$ cat config.mk
export PLATFORM = sky130hd
export DESIGN_NAME = ftdi_fifo_responder_flat
export DESIGN_NICKNAME = d
export VERILOG_FILES = /design/src/rtl/ftdi_fifo_responder_if.sv /design/src/rtl/ftdi_fifo_responder.sv /design/src/flat_wrapper.sv
export SDC_FILE = /design/constraint.sdc
export NUM_CORES = 1
export LEC_CHECK = 0
export CAP_MARGIN = 15
export CORE_MARGIN = 4
export CORE_UTILIZATION = 65
export CTS_CLUSTER_DIAMETER = 30
export DETAILED_ROUTE_END_ITERATION = 10
export PLACE_DENSITY = 0.84
export SYNTH_ARGS = -nofsm -noshare
export SYNTH_HDL_FRONTEND = slang
export SYNTH_SLANG_ARGS = --single-unit
$ cat constraint.sdc
create_clock -name clk -period 7.53 [get_ports clk]
set_input_delay 0.753 -clock clk [delete_from_list [all_inputs] [get_ports clk]]
set_output_delay 0.753 -clock clk [all_outputs]
set_load 0.01 [all_outputs]
$ cat src/rtl/ftdi_fifo_responder_if.sv
// Host-side FTDI-style FIFO bus plus the local push/pop ports of the responder.
interface ftdi_fifo_responder_if;
  logic       oe;
  logic       rd;
  logic       wr;
  logic       rxf;
  logic       txe;
  logic [7:0] d_in;
  logic [7:0] d_out;
  logic       d_oe;
  logic       rx_push;
  logic [7:0] rx_push_data;
  logic       rx_full;
  logic       tx_pop;
  logic [7:0] tx_pop_data;
  logic       tx_empty;
  logic       proto_err;

  modport slave (
    input  oe, rd, wr, d_in, rx_push, rx_push_data, tx_pop,
    output rxf, txe, d_out, d_oe, rx_full, tx_pop_data, tx_empty, proto_err
  );

  modport master (
    output oe, rd, wr, d_in, rx_push, rx_push_data, tx_pop,
    input  rxf, txe, d_out, d_oe, rx_full, tx_pop_data, tx_empty, proto_err
  );
endinterface

$ cat src/rtl/ftdi_fifo_responder.sv
// FTDI 245-style FIFO responder: RXQ carries local bytes to the host, TXQ
// carries host writes to the local side. Both queues are show-ahead.
// Optional host protocol checker enabled by macro FTDI_RESP_PROTO_CHECK_EN.
module ftdi_fifo_responder #(
  parameter int unsigned DEPTH_LOG2 = 4
) (
  input  logic                  clk,
  input  logic                  n_rst,
  ftdi_fifo_responder_if.slave  bus
);

  localparam int unsigned DEPTH = 1 << DEPTH_LOG2;
  localparam int unsigned AW    = DEPTH_LOG2;
  localparam int unsigned CW    = DEPTH_LOG2 + 1;

  logic [AW-1:0] rx_wp_q, rx_wp_d, rx_rp_q, rx_rp_d;
  logic [CW-1:0] rx_cnt_q, rx_cnt_d;
  logic [AW-1:0] tx_wp_q, tx_wp_d, tx_rp_q, tx_rp_d;
  logic [CW-1:0] tx_cnt_q, tx_cnt_d;
  logic [7:0]    rx_mem_q [DEPTH];
  logic [7:0]    tx_mem_q [DEPTH];

  logic rx_empty_c, rx_full_c, rx_push_c, rx_pop_c;
  logic tx_empty_c, tx_full_c, tx_push_c, tx_pop_c;

  // Status decode and accepted push/pop qualification
  always_comb begin
    rx_empty_c = (rx_cnt_q == '0);
    rx_full_c  = (rx_cnt_q == CW'(DEPTH));
    tx_empty_c = (tx_cnt_q == '0);
    tx_full_c  = (tx_cnt_q == CW'(DEPTH));
    // A full RXQ drops the push even when the host pops on the same edge
    rx_push_c  = bus.rx_push && !rx_full_c;
    rx_pop_c   = !bus.rd && !bus.oe && !rx_empty_c;
    tx_push_c  = !bus.wr && !tx_full_c;
    tx_pop_c   = bus.tx_pop && !tx_empty_c;
  end

  // Next-state pointers and counts; simultaneous push/pop nets the count
  always_comb begin
    rx_wp_d  = rx_wp_q;
    rx_rp_d  = rx_rp_q;
    rx_cnt_d = rx_cnt_q;
    tx_wp_d  = tx_wp_q;
    tx_rp_d  = tx_rp_q;
    tx_cnt_d = tx_cnt_q;
    if (rx_push_c) rx_wp_d = rx_wp_q + AW'(1);
    if (rx_pop_c)  rx_rp_d = rx_rp_q + AW'(1);
    if (tx_push_c) tx_wp_d = tx_wp_q + AW'(1);
    if (tx_pop_c)  tx_rp_d = tx_rp_q + AW'(1);
    case ({rx_push_c, rx_pop_c})
      2'b10:   rx_cnt_d = rx_cnt_q + CW'(1);
      2'b01:   rx_cnt_d = rx_cnt_q - CW'(1);
      default: rx_cnt_d = rx_cnt_q;
    endcase
    case ({tx_push_c, tx_pop_c})
      2'b10:   tx_cnt_d = tx_cnt_q + CW'(1);
      2'b01:   tx_cnt_d = tx_cnt_q - CW'(1);
      default: tx_cnt_d = tx_cnt_q;
    endcase
  end

  // Pointer and count registers, cleared asynchronously
  always_ff @(posedge clk or negedge n_rst) begin
    if (!n_rst) begin
      rx_wp_q  <= '0;
      rx_rp_q  <= '0;
      rx_cnt_q <= '0;
      tx_wp_q  <= '0;
      tx_rp_q  <= '0;
      tx_cnt_q <= '0;
    end else begin
      rx_wp_q  <= rx_wp_d;
      rx_rp_q  <= rx_rp_d;
      rx_cnt_q <= rx_cnt_d;
      tx_wp_q  <= tx_wp_d;
      tx_rp_q  <= tx_rp_d;
      tx_cnt_q <= tx_cnt_d;
    end
  end

  // Storage arrays; contents survive reset, only pointers are cleared
  always_ff @(posedge clk) begin
    if (rx_push_c) rx_mem_q[rx_wp_q] <= bus.rx_push_data;
    if (tx_push_c) tx_mem_q[tx_wp_q] <= bus.d_in;
  end

  assign bus.rxf         = rx_empty_c;
  assign bus.rx_full     = rx_full_c;
  assign bus.txe         = tx_full_c;
  assign bus.tx_empty    = tx_empty_c;
  assign bus.d_out       = rx_mem_q[rx_rp_q];
  assign bus.tx_pop_data = tx_mem_q[tx_rp_q];
  // Bus drive follows oe but is forced off while reset is held
  assign bus.d_oe        = n_rst & ~bus.oe;

`ifdef FTDI_RESP_PROTO_CHECK_EN
  logic proto_err_q, proto_err_d;

  // Sticky flag: read without output enable, or read and write together
  always_comb begin
    proto_err_d = proto_err_q;
    if ((!bus.rd && bus.oe) || (!bus.rd && !bus.wr)) proto_err_d = 1'b1;
  end

  // Protocol error register
  always_ff @(posedge clk or negedge n_rst) begin
    if (!n_rst) proto_err_q <= 1'b0;
    else        proto_err_q <= proto_err_d;
  end

  assign bus.proto_err = proto_err_q;
`else
  assign bus.proto_err = 1'b0;
`endif

endmodule

$ cat src/flat_wrapper.sv
// flat-port wrapper written by rule: the top's interface ports become plain ports
module ftdi_fifo_responder_flat 
#(
  parameter int unsigned DEPTH_LOG2 = 4
)
  (clk, n_rst, bus_oe, bus_rd, bus_wr, bus_d_in, bus_rx_push, bus_rx_push_data, bus_tx_pop, bus_rxf, bus_txe, bus_d_out, bus_d_oe, bus_rx_full, bus_tx_pop_data, bus_tx_empty, bus_proto_err);
  ftdi_fifo_responder_if bus_i ();
  input  logic clk;
  input  logic n_rst;
  input wire logic [$bits(bus_i.oe)-1:0] bus_oe;
  input wire logic [$bits(bus_i.rd)-1:0] bus_rd;
  input wire logic [$bits(bus_i.wr)-1:0] bus_wr;
  input wire logic [$bits(bus_i.d_in)-1:0] bus_d_in;
  input wire logic [$bits(bus_i.rx_push)-1:0] bus_rx_push;
  input wire logic [$bits(bus_i.rx_push_data)-1:0] bus_rx_push_data;
  input wire logic [$bits(bus_i.tx_pop)-1:0] bus_tx_pop;
  output wire logic [$bits(bus_i.rxf)-1:0] bus_rxf;
  output wire logic [$bits(bus_i.txe)-1:0] bus_txe;
  output wire logic [$bits(bus_i.d_out)-1:0] bus_d_out;
  output wire logic [$bits(bus_i.d_oe)-1:0] bus_d_oe;
  output wire logic [$bits(bus_i.rx_full)-1:0] bus_rx_full;
  output wire logic [$bits(bus_i.tx_pop_data)-1:0] bus_tx_pop_data;
  output wire logic [$bits(bus_i.tx_empty)-1:0] bus_tx_empty;
  output wire logic [$bits(bus_i.proto_err)-1:0] bus_proto_err;
  assign bus_i.oe = bus_oe;
  assign bus_i.rd = bus_rd;
  assign bus_i.wr = bus_wr;
  assign bus_i.d_in = bus_d_in;
  assign bus_i.rx_push = bus_rx_push;
  assign bus_i.rx_push_data = bus_rx_push_data;
  assign bus_i.tx_pop = bus_tx_pop;
  assign bus_rxf = bus_i.rxf;
  assign bus_txe = bus_i.txe;
  assign bus_d_out = bus_i.d_out;
  assign bus_d_oe = bus_i.d_oe;
  assign bus_rx_full = bus_i.rx_full;
  assign bus_tx_pop_data = bus_i.tx_pop_data;
  assign bus_tx_empty = bus_i.tx_empty;
  assign bus_proto_err = bus_i.proto_err;
  ftdi_fifo_responder #(.DEPTH_LOG2(DEPTH_LOG2)) u_core (.clk(clk), .n_rst(n_rst), .bus(bus_i));
endmodule
Word-level counts from Yosys, hierarchy flattened
Memories as Yosys holds them, arrays and structs flattened.
Cells that the tools add are included.
Word-level totals
  memories: 2
  output and inout bits: 22
  logic and storage cells: 46
  bits in writable memories: 256
  bits of input ports: 23
  register bits after elaboration: 26
Memory list
  u_core.rx_mem_q: words 16, width 8, read ports 1, clocked after Yosys merged registers in 0, wr ports 1, RTL line ftdi_fifo_responder.sv:20  | logic [7:0] rx_mem_q [DEPTH];
  u_core.tx_mem_q: words 16, width 8, read ports 1, clocked after Yosys merged registers in 0, wr ports 1, RTL line ftdi_fifo_responder.sv:21  | logic [7:0] tx_mem_q [DEPTH];
Cells by class
  equal/unequal tests: 6
  reduce and logical (&&, ||, !) cells: 16
  add/subtract/negate cells: 8
  multiplexer cells: 6
  bitwise gates (word level): 2
Operators by type and width (number)
  $pmux W5 S2: 2
  $add A4 B1 Y4 const B: 4
  $add A5 B1 Y5 const B: 2
  $eq A5 B5 Y1 const B: 2
  $logic_not A5 Y1: 2
  $sub A5 B1 Y5 const B: 2
  $logic_not A1 Y1: 7
  $logic_and A1 B1 Y1: 5
  $eq A2 B1 Y1 const B: 2
  $eq A2 B2 Y1 const B: 2
  $mux W1: 4
  $reduce_bool A2 Y1: 2
  $and A1 B1 Y1: 1
  $not A1 Y1: 1

Logic depth before layout (Yosys ltp)
Gate-level depths: netlist (run 1).
  word-level depth: 5
  mapped depth: 13
  mapped depth without buffers: 12

Least setup slack after synthesis (run 1)
OpenSTA, ideal clock, no wires.
  path kind: reg2reg
  from: register u_core.rx_cnt_q[1]
  to: register u_core.rx_cnt_q[4]
  buffers on the path: 1
  period minus slack after synthesis: 2.638 ns
  cell stages (with the launch flop): 14
  library setup time: 0.123 ns
  required time: 7.407 ns
  setup slack: 4.892 ns
  arrival: 2.516 ns
  path through: dfrtp_1 -> nor4_2 -> nand2_1 -> and2_1 -> buf_2 -> inv_1 -> ha_1 -> inv_1 -> fa_1 -> nor2b_1 -> o21ai_0 -> nand3_1 -> or3b_1 -> xnor2_1
On the way
  cells in the longest elaborated chain, start to end: 5
  elaborated cells between the ends (all ways): 12
  those cells by class: add/sub: 2; eq/ne: 3; mux: 1; reduce/logical: 6
Ends and longest elaborated chain
  start, declared: RTL line ftdi_fifo_responder.sv:17  | logic [CW-1:0] rx_cnt_q, rx_cnt_d;
  start signal, assigned: RTL line ftdi_fifo_responder.sv:75  | rx_cnt_q <= rx_cnt_d;
  $eq A5 B5 Y1 / $logic_not A5 Y1 (equally long branches): RTL line ftdi_fifo_responder.sv:29, ftdi_fifo_responder.sv:28
  $logic_not A1 Y1, on equally long branches: RTL line ftdi_fifo_responder.sv:33, ftdi_fifo_responder.sv:34
  $logic_and A1 B1 Y1, on equally long branches: RTL line ftdi_fifo_responder.sv:33, ftdi_fifo_responder.sv:34
  $eq A2 B1 Y1 / $eq A2 B2 Y1 (equally long branches): RTL line ftdi_fifo_responder.sv:51  | case ({rx_push_c, rx_pop_c})
  $pmux W5 S2 / $reduce_bool A2 Y1 (equally long branches)
Parallel ways exist; a longest one is shown, timed or not.
A chain may end at the register's enable or synchronous reset.

Worst setup path after layout (run 1)
  from: register u_core.tx_rp_q[1]
  to: output bus_tx_pop_data[0]
On the way
  cells in the longest elaborated chain, start to end: 1
Ends and longest elaborated chain
  start, declared: RTL line ftdi_fifo_responder.sv:18  | logic [AW-1:0] tx_wp_q, tx_wp_d, tx_rp_q, tx_rp_d;
  start signal, assigned: RTL line ftdi_fifo_responder.sv:77  | tx_rp_q <= tx_rp_d;
  $mem_v2 Z16 W8
  end, declared: RTL line flat_wrapper.sv:22  | output wire logic [$bits(bus_i.tx_pop_data)-1:0] bus_tx_pop_data;
No other way between the ends.

==> results.py, run 1 <==
metrics = {
    "run_status": {
        "outcome": "completed",
    },
    "cts": {
        "post_cts_buffers": 0,
        "clockBufferDepth": 3,
        "cts.sinks": 282,
        "path_clk_slew_ns": 0.06,
        "post_cts_resized": 0,
        "numCtsBuffers": 44,
        "root_buffer": "clkbuf_16",
        "clkLatencyLatePin_ns": 0.52,
        "htreeDepth": 2,
        "cts_tree": "yes",
        "ctsHoldBuffers": 0,
    },
    "global_route": {
        "grt-ovfl-total": 0,
        "grtUsageMet3": 0.04516,
        "grt_max_degree": 52,
        "grt_use_met2": 0.3967,
        "grt_pass1_vias": 6640,
        "gr-usage-all-layers": 0.2479,
        "antenna_found_initial": 0,
        "grt_busiest_layer": "met2",
        "grt_first_pass_wirelength_um": 37820,
        "use_met1": 0.3501,
    },
    "yosys": {
        "syn_nets": 708,
        "async_reset_ff_frac": 0.09220,
        "synth_flop_cell": "edfxtp_1",
        "synth_edf_count": 256,
        "synthesis.area_um2": 11590,
        "synth_seq_area_share": 0.7193,
        "ys_warn_count": 0,
        "synth.distinct_cells": 40,
        "netlist_instances": 665,
        "avgSynthCellArea_um2": 17.43,
        "synth-seq-cells": 282,
    },
    "route": {
        "vias": 6352,
        "vias_per_cell": 6.423,
        "drc": 0,
        "ant_nets": 0,
        "wirelength_um": 23850,
        "post_drt_wl_per_cell_um": 24.12,
        "drt-initial-drc-count": 652,
        "dr.pass1.iters": 5,
    },
    "pwr": {
        "comb_power_share": 0.276,
        "power_uw": 5702,
        "power_frac_clock": 0.348,
        "ir_worst_vdd_mv": 0.3157,
        "p_per_area_nw_per_um2": 418.9,
        "p_leak_uw": 0.004780,
        "seqPwrFrac": 0.375,
        "switchingPower_uw": 1785,
        "p_sw_frac": 0.3131,
        "intPower_uw": 3917,
    },
    "timing": {
        "timing.final.crit_period_ns": 4.246,
        "finalSetupViolations": 0,
        "fin_skew_ns": 0.02127,
        "tns_ns": 0,
        "timing.fmax_ghz": 0.2355,
        "grt_setup_unrepaired": "no",
        "tightest_slew_ns": 1.134,
        "drv_slew": 0,
        "finalCritPeriodShare": 0.5639,
        "maxSlewHeadroom": 0.2422,
        "hold_viol_final": 0,
    },
    "critical_path": {
        "cp_cell_sequence": "nor2b_1, a221oi_1, o21ai_0, nand2_1, clkdlybuf4s50_1",
        "path_max_fanout": 21,
        "required_ns": 6.78,
        "worstSetupPathType": "reg2out",
        "critPathMaxStageDelay_ns": 1.02,
        "cpMaxStageDelayCell": "nor2b_1",
        "cp-end-kind": "output pin",
        "cp-start-kind": "flip-flop",
        "arrival_ns": 3.49,
    },
    "floorplan": {
        "io_pins": 45,
        "die_x_um": 141.5,
        "row_count": 48,
        "start_util": 0.6656,
        "core_region_area_um2": 17420,
        "die-height_um": 141.5,
        "die_area_um2": 20040,
    },
    "layout": {
        "finalNetCount": 773,
        "mostFrequentLayoutCell": "edfxtp_1",
        "layout-drive-gt1-share": 0.1937,
        "area_growth_syn_to_layout_pct": 17.41,
        "insertedDiodeCount": 0,
        "final_cell_mix": "edfxtp_1 (256), mux2i_1 (49), clkbuf_16 (45)",
    },
    "placement": {
        "place.gp.congestion": 0.9161,
        "dp_hpwl_um": 14050,
        "io_buffers": 43,
    },
    "job": {
        "maxCapViolCount": 0,
    },
    "worst_hold_path": {
        "worst_hold_path_type": "reg2reg",
    },
}
## flip-flops by register name, summed over array words and instances, names as in the netlist
signal and count:
u_core.tx_rp_q 4, u_core.tx_wp_q 4, u_core.rx_wp_q 4, u_core.rx_mem_q 128
u_core.rx_cnt_q 5, u_core.tx_mem_q 128, u_core.rx_rp_q 4, u_core.tx_cnt_q 5
## path summary, 6_finish.rpt
path / startpoint / to / slack (ns) / cells after the start
worst min register to register: u_core.tx_cnt_q[4] / u_core.tx_cnt_q[4] / 0.49 / 1
min in group asynchronous: n_rst / u_core.tx_wp_q[2] / 0.62 / 2
worst max-delay path: u_core.tx_rp_q[1] / bus_tx_pop_data[0] / 3.28 / 5
worst min-delay path: u_core.tx_cnt_q[4] / u_core.tx_cnt_q[4] / 0.49 / 1
max in group asynchronous: n_rst / u_core.tx_rp_q[0] / 6.60 / 2
worst max register to register: u_core.tx_cnt_q[0] / u_core.tx_cnt_q[4] / 4.57 / 11
## routing by layer
layer	vias to the layer above	routed length, um
li1	2734	-
met1	3231	9445
met2	339	11860
met3	48	1964
met4	0	582
met5	-	0
## power groups by stage
stage	clock network (uW)	logic (uW)	registers [uW]
2_1_floorplan	0	1210	2020
3_3_place_gp	0	1480	2140
3_5_place_dp	0	1530	2150
4_1_cts	2010	1570	2130
5_1_grt	2080	1700	2160
6_report	1990	1580	2140
## cells in the mapped netlist (6+ instances only)
cell / count / area, um2
edfxtp_1: 256 / 7687
mux2i_1: 49 / 490.5
o21ai_0: 41 / 205.2
nand2_1: 37 / 138.9
mux4_2: 32 / 720.7
dfrtp_1: 26 / 650.6
nor2_1: 24 / 90.09
a21oi_1: 20 / 100.1
ha_1: 18 / 225.2
mux2_2: 17 / 191.4
a22oi_1: 16 / 120.1
inv_1: 15 / 56.30
xnor2_1: 14 / 122.6
a221oi_1: 13 / 113.9
buf_6: 11 / 123.9
clkbuf_1: 9 / 33.78
nor3_1: 8 / 40.04
buf_2: 7 / 35.03
nor2b_1: 6 / 37.54
xor2_1: 6 / 52.55
## cell type report
type,instances,area (um2)
sequential,282,8341
clock inverter,28,296.5
inverter,15,56.30
clock buffer,52,1192
tap,225,281.5
fill,888,3806
multi-input combinational,333,2933
timing repair buffer,54,510.5
## cell families (layout without fill, tap and decap cells)
logic type	count (synthesis)	in the layout	synth area share
DFF	282	282	0.7193
muxes	99	99	0.1223
and+or+nand+nor	98	98	0.04048
AOI/OAI and AO/OA	95	95	0.05170
buffers and inverters	50	149	0.02795
adders and majority gates	20	20	0.02288
xor gates and xnor gates	20	20	0.01511
other	1	1	0.0003235
## per-stage QoR
step	worst slack (ns)	instance area (um2)	instances	utilization	hold WS (ns)
6_report	3.284	13610	989	0.7815	0.4893
5_1_grt	3.084	13610	989	0.7815	0.4989
4_1_cts	3.101	13580	985	0.7797	0.4872
3_5_place_dp	3.785	12090	905	0.6943	0.4731
3_3_place_gp	3.923	12090	905	0.6943	0.4695
2_1_floorplan	4.892	11590	665	-	0.4512
## critical path: cells and delay by family, from the launching register on
family                 cells  cell delay [ns]
DFF                        1             0.70
AOI/OAI and AO/OA          2             0.69
and+or+nand+nor            2             1.09
buffers and inverters      1             0.48
Power figures use the tool's default switching activity.
==> run 2, diff against run 1 <==
Settings changed: CORE_UTILIZATION 65 to 60, PLACE_DENSITY 0.84 to 0.79.
Clock period 7.53 ns to 4.1 ns, I/O delays scaled along.
==> run 2 against run 1 <==
Compared with the run above: clock-buffer cell count down 5; hold slack lost 0.23 ns; cell area is 0.33% higher; sequential power is 83% higher; via count shrank 2.3%; total power rose by 83%; worst setup slack got worse by 2.7 ns; sequential share of layout area decreased by 0.20 points; combinational power up 85%; utilization decreased by 5.6 points; largest cell class unchanged.
==> results.py, run 2 (synthesis gave the netlist of run 1 again) <==
metrics = {
    "placement": {
        "place.gp.congestion": 0.8326,
        "dp_hpwl_um": 14920,
        "io_buffers": 43,
        "pre_cts_ws_ns": 1.039,
    },
    "floorplan": {
        "core_region_area_um2": 18830,
        "die-height_um": 147,
        "io_pins": 45,
        "die_area_um2": 21610,
        "row_count": 50,
        "start_util": 0.6156,
        "die_x_um": 147,
    },
    "route": {
        "ant_nets": 0,
        "drt-initial-drc-count": 628,
        "vias": 6204,
        "vias_per_cell": 6.035,
        "wirelength_um": 23710,
        "drc": 0,
        "post_drt_wl_per_cell_um": 23.07,
        "dr.pass1.iters": 5,
    },
    "pwr": {
        "seqPwrFrac": 0.374,
        "switchingPower_uw": 3308,
        "p_leak_uw": 0.004793,
        "power_uw": 10460,
        "power_frac_clock": 0.346,
        "intPower_uw": 7154,
        "ir_worst_vdd_mv": 0.6383,
        "p_sw_frac": 0.3162,
        "comb_power_share": 0.280,
        "p_per_area_nw_per_um2": 766.1,
    },
    "timing": {
        "finalCritPeriodShare": 0.8528,
        "tns_ns": 0,
        "maxSlewHeadroom": 0.2229,
        "timing.final.crit_period_ns": 3.497,
        "timing.fmax_ghz": 0.2860,
        "finalSetupViolations": 0,
        "grt_setup_unrepaired": "no",
        "fin_ws_ns": 0.6034,
        "tightest_slew_ns": 1.161,
        "drv_slew": 0,
        "fin_skew_ns": 0.02003,
        "hold_viol_final": 0,
    },
    "critical_path": {
        "cpMaxStageDelayCell": "dfrtp_1",
        "cp_cell_sequence": "nor2b_1, buf_4, a221oi_1, a22oi_1, nand2_1, clkdlybuf4s50_1",
        "timing.rr.start": "u_core.rx_cnt_q[0]",
        "cp_top_family": "flip-flops",
        "path_max_fanout": 21,
        "arrival_ns": 3.09,
        "critPathBufInv": 2,
        "cp-end-kind": "output pin",
        "critPathMaxStageDelay_ns": 0.94,
        "worstSetupPathType": "reg2out",
        "required_ns": 3.69,
        "r2r_end": "u_core.rx_cnt_q[4]",
        "reg2regPathDepth": 12,
        "r2r_slack_ns": 1.14,
        "cp-start-kind": "flip-flop",
    },
    "cts": {
        "post_cts_resized": 0,
        "clockBufferDepth": 3,
        "post_cts_buffers": 0,
        "ctsHoldBuffers": 0,
        "path_clk_slew_ns": 0.05,
        "cts.sinks": 282,
        "root_buffer": "clkbuf_16",
        "cts_tree": "yes",
        "htreeDepth": 2,
        "clkLatencyLatePin_ns": 0.54,
        "numCtsBuffers": 44,
    },
    "global_route": {
        "grt_first_pass_wirelength_um": 37610,
        "antenna_found_initial": 0,
        "grt-ovfl-total": 0,
        "gr-usage-all-layers": 0.2276,
        "grt_pass1_vias": 6489,
        "grt_max_degree": 33,
    },
    "layout": {
        "finalNetCount": 775,
        "final_cell_mix": "edfxtp_1 (256), mux2i_1 (49), clkbuf_16 (45)",
        "top_regs": "u_core.rx_mem_q (128), u_core.tx_mem_q (128)",
        "insertedDiodeCount": 0,
        "mostFrequentLayoutCell": "edfxtp_1",
        "layout-drive-gt1-share": 0.1901,
        "area_growth_syn_to_layout_pct": 17.80,
    },
    "worst_hold_path": {
        "worst_hold_path_type": "in2async",
    },
    "run_status": {
        "outcome": "completed",
    },
    "job": {
        "maxCapViolCount": 0,
    },
}
-- run 2: through the flow --
stage,cell area [um2],cells,hold WS [ns],util
after detailed placement,12190,945,0.4846,0.6471
after global placement,12190,945,0.4789,0.6471
after global routing,13660,1028,0.2868,0.7252
after CTS,13650,1027,0.2601,0.7249
final,13660,1028,0.2617,0.7252
after floorplan,11590,665,0.1144,-
-- run 2: routing by layer --
| metal | GRT usage | part of all wire | routed length (um) |
|---|---|---|---|
| met2 | 0.3637 | 0.49 | 11530 |
| met4 | 0.05732 | 0.014 | 336 |
| met3 | 0.04257 | 0.085 | 2009 |
| met5 | 0 | 0 | 0 |
| met1 | 0.3317 | 0.41 | 9835 |
-- run 2: worst reg2reg max path, cell delays in order (launching register included) --
cell     delay (ns)
dfrtp_1        0.43
nor4_2         0.32
nand2_1        0.11
and2_1         0.29
inv_1          0.10
ha_1           0.23
inv_1          0.11
fa_1           0.40
nor2b_1        0.14
o21ai_0        0.12
nand3_1        0.10
or3b_1         0.36
xnor2_1        0.14
-- run 2: power groups by stage --
stage               clock [uW]  sequential (uW)  combinational (uW)
detailed placement           0             3960                2890
global route              3790             3960                3190
finish                    3620             3920                2930
floorplan                    0             3710                2220
global placement             0             3930                2790
CTS                       3640             3910                2930
-- run 2: layout make-up --
cell class	count	area, um2
clock inverters	35	331.6
well taps	260	325.3
multi-input cells	333	2930
clock buffers	47	1134
flip-flops and latches	282	8341
fillers	1076	5175
repair buffers	56	538.0
inverters	15	56.30
-- run 2: how the worst max path moves through the flow --
stage / start / to / slack, ns / cells after the start
6_report: u_core.tx_rp_q[1] / bus_tx_pop_data[4] / 0.60 / 6
5_1_grt: u_core.tx_rp_q[1] / bus_tx_pop_data[1] / 0.42 / 6
4_1_cts: u_core.tx_rp_q[1] / bus_tx_pop_data[1] / 0.59 / 6
3_5_place_dp: bus_tx_pop / u_core.tx_cnt_q[4] / 1.04 / 10
3_3_place_gp: bus_tx_pop / u_core.tx_cnt_q[4] / 1.19 / 10
2_1_floorplan: u_core.rx_cnt_q[1] / u_core.rx_cnt_q[4] / 1.46 / 13
==> run 3, diff against run 2 <==
Settings changed: HOLD_SLACK_MARGIN set to 0.06.
==> results of run 3 <==
Same layout as run 2: the final DEF is identical, and so are final timing and power.
